File: src/rtl/dram_pkg.sv
// rtl/dram_pkg.sv - shared encodings and widths for the DRAMCON user-port arbiter
package dram_pkg;

    localparam int DRAM_ADDR_W = 32;
    localparam int DRAM_DATA_W = 128;

    // Arbiter FSM encodings
    typedef enum logic [1:0] {
        ARB_IDLE_S  = 2'd0,
        ARB_ISSUE_S = 2'd1,
        ARB_WAIT_S  = 2'd2
    } arb_state_e;

    // Latched operation of the current owner; reset value is a read
    localparam logic DRAM_CMD_READ  = 1'b0;
    localparam logic DRAM_CMD_WRITE = 1'b1;

    // Index width for an n-entry requester vector, never below one bit
    function automatic int idx_width(input int n);
        return (n > 1) ? $clog2(n) : 1;
    endfunction

endpackage

File: src/rtl/dram_arbiter_if.sv
// rtl/dram_arbiter_if.sv - DRAMCON user-port bundle between arbiter and controller
interface dram_arbiter_if
    import dram_pkg::*;
#(
    parameter int ADDR_W = DRAM_ADDR_W,
    parameter int DATA_W = DRAM_DATA_W
) ();

    logic [ADDR_W-1:0] D_ADR;
    logic [DATA_W-1:0] D_DIN;
    logic              D_WE;
    logic              D_RE;
    logic              D_BUSY;
    logic [DATA_W-1:0] D_DOUT;
    logic              D_DOUTVALID;

    // Arbiter side drives the command, controller side answers
    modport master (
        output D_ADR, D_DIN, D_WE, D_RE,
        input  D_BUSY, D_DOUT, D_DOUTVALID
    );

    modport slave (
        input  D_ADR, D_DIN, D_WE, D_RE,
        output D_BUSY, D_DOUT, D_DOUTVALID
    );

endinterface

File: src/rtl/rr_pick.sv
// rtl/rr_pick.sv - combinational round-robin priority selector
module rr_pick
    import dram_pkg::*;
#(
    parameter int NREQ  = 2,
    parameter int IDX_W = idx_width(NREQ)
) (
    input  logic [NREQ-1:0]  req_i,
    input  logic [IDX_W-1:0] ptr_i,
    output logic [NREQ-1:0]  gnt_o,
    output logic [IDX_W-1:0] idx_o,
    output logic             valid_o
);

    logic [IDX_W-1:0] cand;

    // First requester at or after ptr_i, wrapping modulo NREQ
    always_comb begin
        gnt_o   = '0;
        idx_o   = '0;
        valid_o = 1'b0;
        cand    = '0;
        for (int k = 0; k < NREQ; k++) begin
            cand = IDX_W'((int'(ptr_i) + k) % NREQ);
            if (!valid_o && req_i[cand]) begin
                valid_o     = 1'b1;
                gnt_o[cand] = 1'b1;
                idx_o       = cand;
            end
        end
    end

endmodule

File: src/rtl/dram_arbiter.sv
// rtl/dram_arbiter.sv - round-robin arbiter sharing one DRAMCON user port among NREQ requesters
module dram_arbiter
    import dram_pkg::*;
#(
    parameter int NREQ   = 2,
    parameter int ADDR_W = DRAM_ADDR_W,
    parameter int DATA_W = DRAM_DATA_W
) (
    input  logic                   CLK,
    input  logic                   RST_X,
    input  logic [NREQ-1:0]        REQ_WE,
    input  logic [NREQ-1:0]        REQ_RE,
    input  logic [NREQ*ADDR_W-1:0] REQ_ADR,
    input  logic [NREQ*DATA_W-1:0] REQ_DIN,
    output logic [NREQ-1:0]        REQ_GNT,
    output logic [NREQ-1:0]        REQ_DONE,
    output logic [DATA_W-1:0]      REQ_DOUT,
    output logic                   ARB_IDLE,
    dram_arbiter_if.master         dram
);

    localparam int IDX_W = idx_width(NREQ);

    arb_state_e        state_q, state_d;
    logic [IDX_W-1:0]  owner_q, owner_d;
    logic [IDX_W-1:0]  rr_ptr_q, rr_ptr_d;
    logic [ADDR_W-1:0] adr_q, adr_d;
    logic [DATA_W-1:0] din_q, din_d;
    logic              op_q, op_d;
    logic [NREQ-1:0]   gnt_q, gnt_d;
    logic [NREQ-1:0]   done_q, done_d;
    logic [DATA_W-1:0] dout_q, dout_d;
    logic              err_read_lost_q, err_read_lost_d;

    logic [NREQ-1:0]   pick_gnt;
    logic [IDX_W-1:0]  pick_idx;
    logic              pick_valid;

    rr_pick #(
        .NREQ  (NREQ),
        .IDX_W (IDX_W)
    ) u_rr_pick (
        .req_i   (REQ_WE | REQ_RE),
        .ptr_i   (rr_ptr_q),
        .gnt_o   (pick_gnt),
        .idx_o   (pick_idx),
        .valid_o (pick_valid)
    );

    // State and latched transaction registers
    always_ff @(posedge CLK or negedge RST_X) begin
        if (!RST_X) begin
            state_q         <= ARB_IDLE_S;
            owner_q         <= '0;
            rr_ptr_q        <= '0;
            adr_q           <= '0;
            din_q           <= '0;
            op_q            <= DRAM_CMD_READ;
            gnt_q           <= '0;
            done_q          <= '0;
            dout_q          <= '0;
            err_read_lost_q <= 1'b0;
        end else begin
            state_q         <= state_d;
            owner_q         <= owner_d;
            rr_ptr_q        <= rr_ptr_d;
            adr_q           <= adr_d;
            din_q           <= din_d;
            op_q            <= op_d;
            gnt_q           <= gnt_d;
            done_q          <= done_d;
            dout_q          <= dout_d;
            err_read_lost_q <= err_read_lost_d;
        end
    end

    // Next state: grant in IDLE, wait for busy to rise in ISSUE, fall in WAIT
    always_comb begin
        state_d         = state_q;
        owner_d         = owner_q;
        rr_ptr_d        = rr_ptr_q;
        adr_d           = adr_q;
        din_d           = din_q;
        op_d            = op_q;
        gnt_d           = '0;
        done_d          = '0;
        dout_d          = dout_q;
        err_read_lost_d = err_read_lost_q;
        case (state_q)
            ARB_IDLE_S: begin
                // Busy during calibration blocks all grants
                if (!dram.D_BUSY && pick_valid) begin
                    owner_d  = pick_idx;
                    adr_d    = REQ_ADR[int'(pick_idx)*ADDR_W +: ADDR_W];
                    din_d    = REQ_DIN[int'(pick_idx)*DATA_W +: DATA_W];
                    op_d     = REQ_WE[pick_idx] ? DRAM_CMD_WRITE : DRAM_CMD_READ;
                    gnt_d    = pick_gnt;
                    rr_ptr_d = (int'(pick_idx) == NREQ - 1) ? '0 : pick_idx + 1'b1;
                    state_d  = ARB_ISSUE_S;
                end
            end
            ARB_ISSUE_S: begin
                if (dram.D_BUSY) begin
                    state_d = ARB_WAIT_S;
                end
            end
            ARB_WAIT_S: begin
                if (!dram.D_BUSY) begin
                    done_d[owner_q] = 1'b1;
                    if (op_q == DRAM_CMD_READ) begin
                        dout_d = dram.D_DOUT;
                        // Completion is still reported so the requester never stalls
                        if (!dram.D_DOUTVALID) begin
                            err_read_lost_d = 1'b1;
                        end
                    end
                    state_d = ARB_IDLE_S;
                end
            end
            default: state_d = ARB_IDLE_S;
        endcase
    end

    assign dram.D_WE  = (state_q == ARB_ISSUE_S) && (op_q == DRAM_CMD_WRITE);
    assign dram.D_RE  = (state_q == ARB_ISSUE_S) && (op_q == DRAM_CMD_READ);
    assign dram.D_ADR = adr_q;
    assign dram.D_DIN = din_q;
    assign REQ_GNT    = gnt_q;
    assign REQ_DONE   = done_q;
    assign REQ_DOUT   = dout_q;
    assign ARB_IDLE   = (state_q == ARB_IDLE_S);

`ifndef SYNTHESIS
    a_gnt_onehot: assert property (@(posedge CLK) disable iff (!RST_X) $onehot0(REQ_GNT));
    a_done_onehot: assert property (@(posedge CLK) disable iff (!RST_X) $onehot0(REQ_DONE));
    a_we_re_excl: assert property (@(posedge CLK) disable iff (!RST_X) !(dram.D_WE && dram.D_RE));
    a_cmd_in_issue: assert property (@(posedge CLK) disable iff (!RST_X)
        (dram.D_WE || dram.D_RE) |-> (state_q == ARB_ISSUE_S));
    a_read_not_lost: assert property (@(posedge CLK) disable iff (!RST_X) !err_read_lost_q);
`endif

endmodule

File: src/flat_wrapper.sv
// flat-port wrapper written by rule: the top's interface ports become plain ports
module dram_arbiter_flat import dram_pkg::*;
#(
    parameter int NREQ   = 2,
    parameter int ADDR_W = DRAM_ADDR_W,
    parameter int DATA_W = DRAM_DATA_W
)
  (CLK, RST_X, REQ_WE, REQ_RE, REQ_ADR, REQ_DIN, REQ_GNT, REQ_DONE, REQ_DOUT, ARB_IDLE, dram_D_ADR, dram_D_DIN, dram_D_WE, dram_D_RE, dram_D_BUSY, dram_D_DOUT, dram_D_DOUTVALID);
  dram_arbiter_if #(.ADDR_W(ADDR_W), .DATA_W(DATA_W)) dram_i ();
  input  logic CLK;
  input  logic RST_X;
  input  logic [NREQ-1:0] REQ_WE;
  input  logic [NREQ-1:0] REQ_RE;
  input  logic [NREQ*ADDR_W-1:0] REQ_ADR;
  input  logic [NREQ*DATA_W-1:0] REQ_DIN;
  output logic [NREQ-1:0] REQ_GNT;
  output logic [NREQ-1:0] REQ_DONE;
  output logic [DATA_W-1:0] REQ_DOUT;
  output logic ARB_IDLE;
  output wire logic [$bits(dram_i.D_ADR)-1:0] dram_D_ADR;
  output wire logic [$bits(dram_i.D_DIN)-1:0] dram_D_DIN;
  output wire logic [$bits(dram_i.D_WE)-1:0] dram_D_WE;
  output wire logic [$bits(dram_i.D_RE)-1:0] dram_D_RE;
  input wire logic [$bits(dram_i.D_BUSY)-1:0] dram_D_BUSY;
  input wire logic [$bits(dram_i.D_DOUT)-1:0] dram_D_DOUT;
  input wire logic [$bits(dram_i.D_DOUTVALID)-1:0] dram_D_DOUTVALID;
  assign dram_D_ADR = dram_i.D_ADR;
  assign dram_D_DIN = dram_i.D_DIN;
  assign dram_D_WE = dram_i.D_WE;
  assign dram_D_RE = dram_i.D_RE;
  assign dram_i.D_BUSY = dram_D_BUSY;
  assign dram_i.D_DOUT = dram_D_DOUT;
  assign dram_i.D_DOUTVALID = dram_D_DOUTVALID;
  dram_arbiter #(.NREQ(NREQ), .ADDR_W(ADDR_W), .DATA_W(DATA_W)) u_core (.CLK(CLK), .RST_X(RST_X), .REQ_WE(REQ_WE), .REQ_RE(REQ_RE), .REQ_ADR(REQ_ADR), .REQ_DIN(REQ_DIN), .REQ_GNT(REQ_GNT), .REQ_DONE(REQ_DONE), .REQ_DOUT(REQ_DOUT), .ARB_IDLE(ARB_IDLE), .dram(dram_i));
endmodule
File: config.mk
export PLATFORM = sky130hd
export DESIGN_NAME = dram_arbiter_flat
export DESIGN_NICKNAME = d
export VERILOG_FILES = /design/src/rtl/dram_pkg.sv /design/src/rtl/dram_arbiter_if.sv /design/src/rtl/rr_pick.sv /design/src/rtl/dram_arbiter.sv /design/src/flat_wrapper.sv
export SDC_FILE = /design/constraint.sdc
export NUM_CORES = 1
export LEC_CHECK = 0
export CAP_MARGIN = 5
export CELL_PAD_IN_SITES_DETAIL_PLACEMENT = 0
export CELL_PAD_IN_SITES_GLOBAL_PLACEMENT = 2
export CORE_AREA = 2 2 293 295
export CTS_CLUSTER_DIAMETER = 80
export DETAILED_ROUTE_END_ITERATION = 10
export DIE_AREA = 0 0 295 297
export DONT_BUFFER_PORTS = 1
export GPL_TIMING_DRIVEN = 0
export PLACE_DENSITY = 0.47
export SLEW_MARGIN = 30
export SYNTH_ARGS = -nofsm -noshare
export SYNTH_HDL_FRONTEND = slang
export SYNTH_HIERARCHICAL = 1
export SYNTH_SLANG_ARGS = --single-unit
export TNS_END_PERCENT = 5
File: constraint.sdc
create_clock -name CLK -period 1.65 [get_ports CLK]
set_input_delay 0.495 -clock CLK [delete_from_list [all_inputs] [get_ports CLK]]
set_output_delay 0.495 -clock CLK [all_outputs]
set_load 0.03 [all_outputs]
==> impl_metrics.sql <==
INSERT INTO impl_metrics (metric_group, metric, value, unit) VALUES
('timing', 'setup_violations', '288', ''),
('routing', 'avgRoutedWirePerCell', '22.0', 'um'),
('logic_synthesis', 'ys_ff_latch', '297', ''),
('routing', 'drt_drc_violations_left', '0', ''),
('floorplanning', 'fp.coreArea', '0.0845', 'sq mm'),
('layout', 'final_design_area_no_fill', '0.0175', 'sq mm'),
('floorplanning', 'floorplan.initialDensity', '15.6', '%'),
('logic_synthesis', 'yosys_warnings', '6', ''),
('routing', 'drt-vias-per-instance', '3.51', ''),
('worst_setup_path', 'worst-path-max-fanout', '4', ''),
('logic_synthesis', 'netlist_area', '0.0131', 'sq mm'),
('logic_synthesis', 'post_synth_inst_count', '822', ''),
('routing', 'first_iter_violations', '251', ''),
('floorplanning', 'fp.dieArea', '0.0876', 'sq mm'),
('routing', 'antenna_left', '0', ''),
('outcome', 'violations', 'negative hold slack, negative setup slack', ''),
('routing', 'via_count', '7262', ''),
('logic_synthesis', 'netlist-cell-type-count', '24', ''),
('logic_synthesis', 'synth_top_area_share', '56.5', '%'),
('worst_setup_path', 'r2r_start', 'u_core/rr_ptr_q', ''),
('outcome', 'outcome', 'finished with violations', ''),
('floorplanning', 'ioPinCount', '751', ''),
('layout', 'number_of_fillers_in_the_final_layout', '8927', ''),
('grt', 'grt_first_pass_wirelength', '61.4', 'mm'),
('layout', 'multi_input_gate_area_in_the_final_layout', '0.00600', 'sq mm'),
('grt', 'grt_usage', '9.63', '%'),
('timing', 'timing.final.hold_violations', '297', ''),
('timing', 'timing.hold.ws', '-0.348', 'ns'),
('timing', 'timing.final.crit_share', '120', '%'),
('clocking', 'cts_root_buffer', 'sky130_fd_sc_hd__clkbuf_16', ''),
('grt', 'initial_antenna_violation_count', '11', ''),
('grt', 'grt_start_max_net_pins', '298', ''),
('floorplanning', 'die-width', '295', 'um'),
('worst_setup_path', 'worstPathRequired', '1.15', 'ns'),
('clocking', 'clock_sink_count', '297', ''),
('clocking', 'clk_transition_reported_paths', '0.06', 'ns'),
('layout', 'nets', '1348', ''),
('timing', 'final_period_demand_of_the_worst_path', '1.99', 'ns'),
('pwr', 'irDropWorstVdd', '0.724', 'mV'),
('layout', 'mostFrequentLayoutCells', 'sky130_fd_sc_hd__dfrtp_1, sky130_fd_sc_hd__mux2_2, sky130_fd_sc_hd__mux2_4', ''),
('worst_setup_path', 'ff2ff_setup_slack', '-0.27', 'ns'),
('pwr', 'p_leak', '7.33', 'nW'),
('clocking', 'tritoncts.num_buffers', '36', ''),
('worst_hold_path', 'min-delay-path-class', 'in2async', ''),
('place', 'detailed_place_hpwl', '33.1', 'mm'),
('clocking', 'h-tree-depth', '2', ''),
('layout', 'finalCoreUtilization', '20.7', '%'),
('floorplanning', 'floorplan.rows', '107', ''),
('worst_setup_path', 'crit_path_start', 'u_core/state_q[1]', ''),
('timing', 'grt_setup_unrepaired', 'true', ''),
('grt', 'grt_overflow_total', '0', ''),
('place', 'place_congestion', '0.785', ''),
('timing', 'postLayoutSetupSlackWorst', '-0.335', 'ns'),
('logic_synthesis', 'synth.yosys.seq_area_share', '56.5', '%'),
('place', 'portBuffers', '0', ''),
('worst_setup_path', 'critical_path.startpoint_type', 'flop', ''),
('worst_setup_path', 'worstSetupEndpointType', 'primary output', ''),
('clocking', 'cts_hold_buf', '1', ''),
('logic_synthesis', 'avgSynthCellArea', '16.0', 'sq um'),
('worst_setup_path', 'critPathKind', 'reg2out', ''),
('run', 'cap_viol_max_count', '0', ''),
('routing', 'drtPass1Iterations', '4', ''),
('logic_synthesis', 'synthTopCellsByArea', 'sky130_fd_sc_hd__dfrtp_1, sky130_fd_sc_hd__mux2_2, sky130_fd_sc_hd__buf_6', ''),
('timing', 'finClkSkew', '0.0120', 'ns'),
('timing', 'timing_max_transition_violations_final', '0', ''),
('timing', 'timing.max_slew.rel_slack', '66.3', '%'),
('layout', 'final_layout_size_suffix_gt1_share', '66.7', '%'),
('logic_synthesis', 'syn_nets', '1278', ''),
('logic_synthesis', 'yosys.area.top_type', 'sky130_fd_sc_hd__dfrtp_1', ''),
('worst_setup_path', 'critPathCapture', 'dram_D_RE', ''),
('layout', 'mostFrequentLayoutCell', 'sky130_fd_sc_hd__dfrtp_1', '');
==> layer usage <==
layer / up-vias / part of all wire [%] / track usage [%]
li1: 3101 / - / -
met1: 3663 / 36 / 10.2
met2: 414 / 52 / 17.1
met3: 82 / 7.6 / 3.00
met4: 2 / 4.4 / 4.74
met5: - / 0.022 / 0
==> flip-flops by register name (all words and copies together) (netlist names) <==
| register | cells |
|---|---|
| u_core/REQ_DONE | 2 |
| u_core/REQ_DOUT | 128 |
| u_core/REQ_GNT | 2 |
| u_core/dram.D_ADR | 32 |
| u_core/dram.D_DIN | 128 |
| u_core/op_q | 1 |
| u_core/owner_q | 1 |
| u_core/rr_ptr_q | 1 |
| u_core/state_q | 2 |
==> area by class of cell <==
cell class,count,share of cell area (%)
tap,1144,8.20
antenna,9,0.129
sequential,297,42.7
clock inverter,11,0.702
multi-input combinational,471,34.4
clock buffer,49,5.78
inverter,2,0.0430
buffer,52,4.97
timing repair buffer,32,3.15
==> through the flow <==
stage / cells / setup TNS [ns] / total power [mW] / hold WS, ns
after detailed placement: 1966 / -153.22 / 27.8 / 0.207
after floorplan: 822 / -47.54 / 25.0 / 0.199
final: 2067 / -55.26 / 37.5 / -0.348
after CTS: 2040 / -71.04 / 37.2 / -0.398
after global routing: 2067 / -85.16 / 39.3 / -0.403
after global placement: 1966 / -147.63 / 27.7 / 0.209
==> critical path, stage by stage (launching register included) <==
cell and delay (ns):
sky130_fd_sc_hd__dfrtp_1 0.37, sky130_fd_sc_hd__buf_6 0.14, sky130_fd_sc_hd__nor3b_4 0.45
==> report_power, final <==
| group | total, mW | switching (mW) | internal, mW | leakage [nW] |
|---|---|---|---|---|
| Clock | 7.71 | 3.13 | 4.59 | 0.558 |
| Sequential | 20.8 | 10.1 | 10.7 | 3.52 |
| Combinational | 8.99 | 2.94 | 6.06 | 3.25 |
==> kinds of logic (layout without fill, tap and decap cells) <==
logic type                Yosys count  after routing  synth area share [%]
other                               0              9                     0
xor gates and xnor gates            1              1                0.0666
and+or+nand+nor                    15             15                 0.942
DFF                               297            297                  56.5
buffers and inverters              54            146                  3.31
AOI/OAI and AO/OA                   3              3                 0.171
muxes                             452            452                  39.0
==> cells in the mapped netlist, drive strengths merged <==
| library cell | number |
|---|---|
| and2 | 3 |
| nor4b | 3 |
| inv | 2 |
| and3b | 1 |
| nor2 | 2 |
| or2 | 3 |
| nor4bb | 1 |
| nor3 | 1 |
| clkbuf | 8 |
| a21boi | 3 |
| nor3b | 1 |
| buf | 44 |
| xor2 | 1 |
| mux2 | 451 |
| dfrtp | 297 |
| mux2i | 1 |
==> timing repair <==
| item | in CTS | in global routing |
|---|---|---|
| pin swaps | 3 | 2 |
| endpoints found under the setup margin | 305 | 296 |
| setup buffers | 10 | 7 |
| gates resized for setup | 184 | 93 |
| hold endpoints to repair | 300 | 297 |
| gates cloned | 3 | 12 |
==> how the worst min path moves through the flow <==
stage / depth (start not counted) / slack, ns / to
2_1_floorplan: 0 / 0.20 / u_core/REQ_DONE[0]
3_3_place_gp: 0 / 0.21 / u_core/REQ_DOUT[112]
3_5_place_dp: 0 / 0.21 / u_core/REQ_DOUT[112]
4_1_cts: 0 / -0.40 / u_core/REQ_DOUT[71]
5_1_grt: 0 / -0.40 / u_core/REQ_DOUT[71]
6_report: 0 / -0.35 / u_core/REQ_DOUT[71]
(Power assumes the default switching activity.)
